==> config.mk <==
export PLATFORM = sky130hd
export DESIGN_NAME = instr_fetch_ctrl
export DESIGN_NICKNAME = d
export VERILOG_FILES = /design/src/rtl/ifc_pkg.sv /design/src/rtl/ifc_decode.sv /design/src/rtl/instr_fetch_ctrl.sv
export SDC_FILE = /design/constraint.sdc
export NUM_CORES = 1
export LEC_CHECK = 0
export BUFFER_PORTS_ARGS = -buffer_cell sky130_fd_sc_hd__buf_4
export CORE_ASPECT_RATIO = 1.5
export CORE_MARGIN = 3
export CORE_UTILIZATION = 45
export CTS_CLUSTER_DIAMETER = 50
export DETAILED_ROUTE_END_ITERATION = 10
export PLACE_DENSITY_LB_ADDON = 0.12
export SLEW_MARGIN = 40
export SYNTH_ARGS = -nofsm -noshare
export SYNTH_HDL_FRONTEND = slang
export SYNTH_SLANG_ARGS = --single-unit
==> constraint.sdc <==
create_clock -name clk_i -period 2.15 [get_ports clk_i]
set_input_delay 0.3225 -clock clk_i [delete_from_list [all_inputs] [get_ports clk_i]]
set_output_delay 0.3225 -clock clk_i [all_outputs]
set_load 0.1 [all_outputs]
==> src/rtl/ifc_pkg.sv <==
// ifc_pkg: opcodes and FSM state encoding shared by the instruction fetch controller
package ifc_pkg;
   localparam logic [5:0] OP_BEQ  = 6'h04;
   localparam logic [5:0] OP_J    = 6'h02;
   localparam logic [5:0] OP_HALT = 6'h3F;
   typedef enum logic [2:0] {IDLE, FETCH, DECODE, UPDATE, WAIT_PC, HALTED} state_e;
endpackage

==> src/rtl/ifc_decode.sv <==
// ifc_decode: combinational decode of the control-flow fields of one instruction word
module ifc_decode
   import ifc_pkg::*;
#(
   parameter int PC_W    = 32,
   parameter int INSTR_W = 32
)(
   input  logic [INSTR_W-1:0] instr_i,
   input  logic               zero_i,
   output logic               beq_o,
   output logic               jump_o,
   output logic [PC_W-1:0]    branch_offset_o,
   output logic [25:0]        jump_addr_o,
   output logic               is_halt_o
);
   logic [5:0] op;
   assign op              = instr_i[31:26];
   assign beq_o           = (op == OP_BEQ) & zero_i;
   assign jump_o          = op == OP_J;
   assign is_halt_o       = op == OP_HALT;
   assign branch_offset_o = {{(PC_W-16){instr_i[15]}}, instr_i[15:0]};
   assign jump_addr_o     = instr_i[25:0];
endmodule

==> src/rtl/instr_fetch_ctrl.sv <==
// instr_fetch_ctrl: fetch/decode sequencer driving pc_control_32.
// Optional imem_ack watchdog enabled by defining IFC_TIMEOUT_EN.
module instr_fetch_ctrl
   import ifc_pkg::*;
#(
   parameter int PC_W    = 32,
   parameter int INSTR_W = 32,
   parameter int TIMEOUT = 15
)(
   input  logic               clk_i,
   input  logic               reset_i,
   input  logic               run_i,
   input  logic [PC_W-1:0]    pc_i,
   input  logic               pc_finish_i,
   input  logic               zero_i,
   input  logic               imem_ack_i,
   input  logic [INSTR_W-1:0] imem_rdata_i,
   output logic               imem_req_o,
   output logic [PC_W-1:0]    imem_addr_o,
   output logic               pc_start_o,
   output logic               beq_o,
   output logic               jump_o,
   output logic [PC_W-1:0]    branch_offset_o,
   output logic [25:0]        jump_addr_o,
   output logic [INSTR_W-1:0] instr_o,
   output logic               instr_valid_o,
   output logic               halted_o,
   output logic               err_o
);
   state_e             state_q, state_d;
   logic [PC_W-1:0]    addr_q, addr_d, off_q, off_d, dec_off;
   logic [INSTR_W-1:0] instr_q, instr_d;
   logic [25:0]        ja_q, ja_d, dec_ja;
   logic               beq_q, beq_d, jump_q, jump_d, dec_beq, dec_jump, dec_halt;

   ifc_decode #(.PC_W(PC_W), .INSTR_W(INSTR_W)) u_decode (
      .instr_i         (instr_q),
      .zero_i          (zero_i),
      .beq_o           (dec_beq),
      .jump_o          (dec_jump),
      .branch_offset_o (dec_off),
      .jump_addr_o     (dec_ja),
      .is_halt_o       (dec_halt)
   );

`ifdef IFC_TIMEOUT_EN
   localparam int CW = $clog2(TIMEOUT + 1);
   logic [CW-1:0] cnt_q, cnt_d;
   logic          err_q, err_d, expired;
   // counter is zero on every FETCH entry because it clears outside FETCH
   assign cnt_d   = (state_q == FETCH) ? cnt_q + 1'b1 : '0;
   assign expired = cnt_q == CW'(TIMEOUT - 1);
   assign err_d   = err_q | (state_q == FETCH & ~imem_ack_i & expired);
   assign err_o   = err_q;
`else
   logic unused_timeout;
   assign unused_timeout = |TIMEOUT;
   assign err_o          = 1'b0;
`endif

   always_comb begin
      state_d = state_q;
      addr_d  = addr_q;
      instr_d = instr_q;
      beq_d   = beq_q;
      jump_d  = jump_q;
      off_d   = off_q;
      ja_d    = ja_q;
      case (state_q)
         IDLE: begin
            state_d = run_i ? FETCH : IDLE;
            addr_d  = run_i ? pc_i : addr_q;
         end
         FETCH: begin
            if (imem_ack_i) begin
               instr_d = imem_rdata_i;
               state_d = DECODE;
            end
`ifdef IFC_TIMEOUT_EN
            else if (expired) state_d = HALTED;
`endif
         end
         DECODE: begin
            beq_d   = dec_beq;
            jump_d  = dec_jump;
            off_d   = dec_off;
            ja_d    = dec_ja;
            state_d = dec_halt ? HALTED : UPDATE;
         end
         UPDATE: state_d = WAIT_PC;
         WAIT_PC: begin
            if (pc_finish_i) begin
               beq_d   = 1'b0;
               jump_d  = 1'b0;
               state_d = run_i ? FETCH : IDLE;
               addr_d  = run_i ? pc_i : addr_q;
            end
         end
         default: ;
      endcase
   end

   always_ff @(posedge clk_i) begin
      if (reset_i) begin
         state_q <= IDLE;
         addr_q  <= '0;
         instr_q <= '0;
         beq_q   <= 1'b0;
         jump_q  <= 1'b0;
         off_q   <= '0;
         ja_q    <= '0;
`ifdef IFC_TIMEOUT_EN
         cnt_q   <= '0;
         err_q   <= 1'b0;
`endif
      end else begin
         state_q <= state_d;
         addr_q  <= addr_d;
         instr_q <= instr_d;
         beq_q   <= beq_d;
         jump_q  <= jump_d;
         off_q   <= off_d;
         ja_q    <= ja_d;
`ifdef IFC_TIMEOUT_EN
         cnt_q   <= cnt_d;
         err_q   <= err_d;
`endif
      end
   end

   assign imem_req_o      = state_q == FETCH;
   assign imem_addr_o     = addr_q;
   assign pc_start_o      = state_q == UPDATE;
   assign instr_valid_o   = state_q == DECODE;
   assign halted_o        = state_q == HALTED;
   assign beq_o           = beq_q;
   assign jump_o          = jump_q;
   assign branch_offset_o = off_q;
   assign jump_addr_o     = ja_q;
   assign instr_o         = instr_q;
endmodule
* After elaboration in Yosys (flattened, before gate mapping)
Index checks and enable logic that the tools add are counted.
Storage, ports and cells: register bits after elaboration 111, logic and storage cells 37
Cells by class: equality and inequality tests 10, mux-type cells 11, bitwise gates (word level) 1, reductions and logical operators 8
Operators with widths (number):
- 32-bit two-way mux | 2
- 32-bit case mux with 2 select lines | 1
- 3-bit case mux with 5 select lines | 1
- 3-bit two-way mux | 3
- 3-bit by 2-bit == test with 1-bit output (second input constant) | 2
- 3-bit == test (second input constant) | 2
- 6-bit by 2-bit == test with 1-bit output (second input constant) | 1
- 6-bit by 3-bit == test with 1-bit output (second input constant) | 1
- 6-bit == test (second input constant) | 1
- 2-bit AND reduction | 3
- 5-bit nonzero test | 1
- 2-bit != test (second input constant) | 2
- 1-bit case mux with 2 select lines | 2
- 2-bit nonzero test | 2
- 3-bit by 1-bit == test with 1-bit output (second input constant) | 1
- 3-bit logical NOT | 1
- 3-bit AND reduction | 1
- 1-bit two-way mux | 2
- 1-bit AND | 1

* Longest topological paths before layout
depth after elaboration 3, gate-level depth with buffers 6, mapped depth without buffers 4

* Cells and area by module
From an unflattened synthesis, not the netlist that was laid out.
Unflattened totals: cell total of the unflattened synthesis 631, area total of the unflattened synthesis 5337.6 sq um
Modules (own cells, without submodules):
- instr_fetch_ctrl | times used 1, cells each 566, area an instance 4850.9 sq um
- ifc_decode | times used 1, cells each 65, area an instance 486.7 sq um

* Worst setup path after synthesis
Ideal clock, no wire load.
path kind register -> output, start point register state_q[2], end point output imem_req_o, data arrival time 1886 ps, path slack -58 ps, cell stages (with the launch flop) 4, path through dfxtp_1 > clkbuf_2 > nand2b_1 > nor2_1
Between the ends: word-level cells in the longest chain between the ends 1
RTL lines:
- from (decl) | RTL line instr_fetch_ctrl.sv:30 | state_e state_q, state_d;
- from (signal assigned) | RTL line instr_fetch_ctrl.sv:117 | state_q <= state_d;
- 3-bit by 1-bit == test with 1-bit output | RTL line instr_fetch_ctrl.sv:131 | assign imem_req_o = state_q == FETCH;
- to (decl) | RTL line instr_fetch_ctrl.sv:18 | output logic imem_req_o,
No other way between the ends.

* Worst setup path after layout
start point register state_q[1], end point output instr_valid_o
Between the ends: word-level cells in the longest chain between the ends 1
RTL lines:
- 3-bit by 2-bit == test with 1-bit output | RTL line instr_fetch_ctrl.sv:134 | assign instr_valid_o = state_q == DECODE;
- to (decl) | RTL line instr_fetch_ctrl.sv:26 | output logic instr_valid_o,
No other way between the ends.

==> flow_summary.yaml <==
layout:
  antenna_cells: 0
  fillCellCount: 730
  final_nets: 697
  multi_input_area_um2: 1490
  ff_latch_area_um2: 1900
  fin_area_um2: 5450
  post-route-util_pct: 66.7
  syn2layout_area_growth_pct: 41.8
  drive_gt1_share_pct: 36.6
clock_tree:
  cts_resized: 0
  clock_latency_ns: 0.33
  cts_buffer_depth: 2
  cts_sinks: 95
  clk_pin_slew_ns: 0.06
  cts_buffers: 9
  cts_root_buf: "clkbuf_16"
  postCtsHoldBufs: 0
  cts_tree: "done"
  cts_setup_buffers: 0
  cts.htree.levels: 3
floorplan:
  pin_count: 199
  fp.dieW_um: 81.4
  coreArea_um2: 8160
  die_y_um: 119
  die-area_um2: 9700
  num_rows: 40
  start_util_pct: 47.1
global_route:
  grt_pass1_vias: 3532
  grt_pass1_wl_um: 16600
  grt_usage_pct: 21.7
  grt_overflow_total: 0
  grt_antenna_before_repair: 0
  grt_max_degree: 36
synthesis:
  yosysTopAreaCell: "dfxtp_1"
  yosys.area_share.simple_pct: 20.7
  synth.distinct_cells: 32
  synth_compound_area_share_pct: 17.0
  syn_nets: 550
  synth_top_family_by_area: "simple AND/OR/NAND/NOR gates"
  synthAdderAreaFrac_pct: 0
  syn-cell-area_um2: 3840
  syn_avg_cell_area_um2: 8.00
  netlist_top_cells_area: "dfxtp_1 50%, a21oi_1 12%, nand2_1 12%"
  synth-edff-count: 0
  netlist_instances: 480
  ys.flop_type: "dfxtp_1"
  post-synth-top-count-cell: "nand2_1"
  synth.area.mux_share_pct: 0.261
  ys_warn_count: 0
  synth_seq_cells: 95
  async_flop_share_pct: 0
  yosysSeqAreaShare_pct: 49.5
  synthXorXnorAreaFrac_pct: 0
  synth_top_area_share_pct: 49.5
  synthTopCellsByCount: "118 x nand2_1, 95 x dfxtp_1, 93 x a21oi_1"
run:
  maxCapViolCount: 0
setup_path:
  worstPathMaxFanout: 14
  start_kind: "flip-flop"
  slowest_delay_ns: 0.39
  crit_top_cell: "buf_4"
  regToRegSetupSlack_ns: 0.55
  worstSetupEndpointType: "primary output"
  cpMaxStageDelayCell: "or3b_1"
  path_cells: "buf_4 -> or3b_1 -> inv_2 -> buf_4"
  crit-reg2reg-launch: "state_q[1]"
  cp_num_buf_inv: 3
  cp-startpoint: "state_q[1]"
  path_delay_family: "buffers and inverters"
  worstPathRequired_ns: 1.83
  crit_type: "reg -> out"
  worstPathArrival_ns: 1.63
timing:
  worst_pin_slew_ns: 0.527
  finalCriticalPeriod_ns: 1.96
  setup_viol: 0
  rsz0062_at_grt: "false"
  max_slew_margin_pct: 64.8
  fmax_mhz: 511
  fin_skew_ns: 0.00369
  finalHoldViolCount: 0
  slew_violations: 0
  hold_ws_ns: 0.233
  finalCritPeriodShare_pct: 91.0
routing:
  drc: 0
  firstDrtPassIters: 4
  routed_wl_um: 10500
  dr.first_iter.drc_count: 139
  vias: 3725
  antenna_left: 0
  viasPerCell: 5.05
  wl_per_cell_um: 14.2
place:
  place_area_um2: 5100
  dpl.hpwl_um: 7500
  gp_congestion: 0.761
  io_buffers: 197
pwr:
  vdd_drop_max_v: 0.000472
  finalPower_mw: 4.79
  power.leakage_nw: 2.36
  powerDensity_nw_per_um2: 881
outcome:
  status: "complete, no violations"
min_path:
  hold_class: "in -> reg"
  hp-start: "imem_rdata_i[31]"
[layout by cell type (no fill, tap or decap), types with 2 or more instances in the layout]
cell type	count
a21oi_1	93
nand3_1	34
clkinv_2	2
nand2_1	118
bufinv_16	3
o21ai_1	5
nand4bb_1	2
clkbuf_16	9
inv_1	2
nor3_1	2
buf_4	209
dfxtp_1	95
nand2b_1	4
nand4_1	2
nor2b_1	2
o21ai_0	28
nor2_1	5
[metrics by stage]
step | std cells | worst slack, ns | TNS (ns)
2_1_floorplan | 480 | -0.0584 | -0.117
3_3_place_gp | 721 | 0.567 | 0
3_5_place_dp | 721 | 0.553 | 0
4_1_cts | 737 | 0.181 | 0
5_1_grt | 737 | 0.110 | 0
6_report | 737 | 0.193 | 0
[power breakdown]
| group | internal (mW) | total, mW | switching [mW] | leakage, nW |
|---|---|---|---|---|
| combinational | 0.269 | 1.10 | 0.827 | 1.41 |
| sequential | 1.84 | 1.89 | 0.0534 | 0.773 |
| clock | 1.16 | 1.81 | 0.644 | 0.168 |
[area by class of cell]
| cell class | instances | share of cell area, % |
|---|---|---|
| clock buffer | 10 | 4.39 |
| timing repair buffer | 209 | 28.8 |
| inverter | 3 | 0.207 |
| multi-input combinational | 309 | 27.3 |
| tap | 105 | 2.41 |
| sequential | 95 | 34.9 |
| clock inverter | 6 | 1.98 |
[metal layers]
layer  track usage, %  part of all wire, %
met1             24.0                   37
met2             38.0                   52
met3             4.77                  8.4
met4             10.3                  2.6
met5                0                    0
[final timing paths]
check	endpoint	depth (start not counted)
max reg2reg	branch_offset_o[6]	6
max	instr_valid_o	4
min	instr_o[31]	3
min reg2reg	jump_addr_o[17]	2
[tightest hold or removal path: cells and delay by family]
kind | cells | cell delay, ns
AO/OA/AOI/OAI | 1 | 0.05
buffers and inverters | 1 | 0.11
AND/OR/NAND/NOR | 1 | 0.04
[cells by family after synthesis]
logic type,count (synthesis)
simple gates,178
compound gates,129
flops,95
buf+inv,76
mux,1
other cells,1
[state kept, by name (all words and copies together) (netlist names)]
| signal | cells |
|---|---|
| imem_addr_o | 32 |
| instr_o | 32 |
| branch_offset_o | 15 |
| jump_addr_o | 11 |
| state_q | 3 |
| beq_o | 1 |
| jump_o | 1 |
Note: power is estimated with default switching activity, not from simulation.
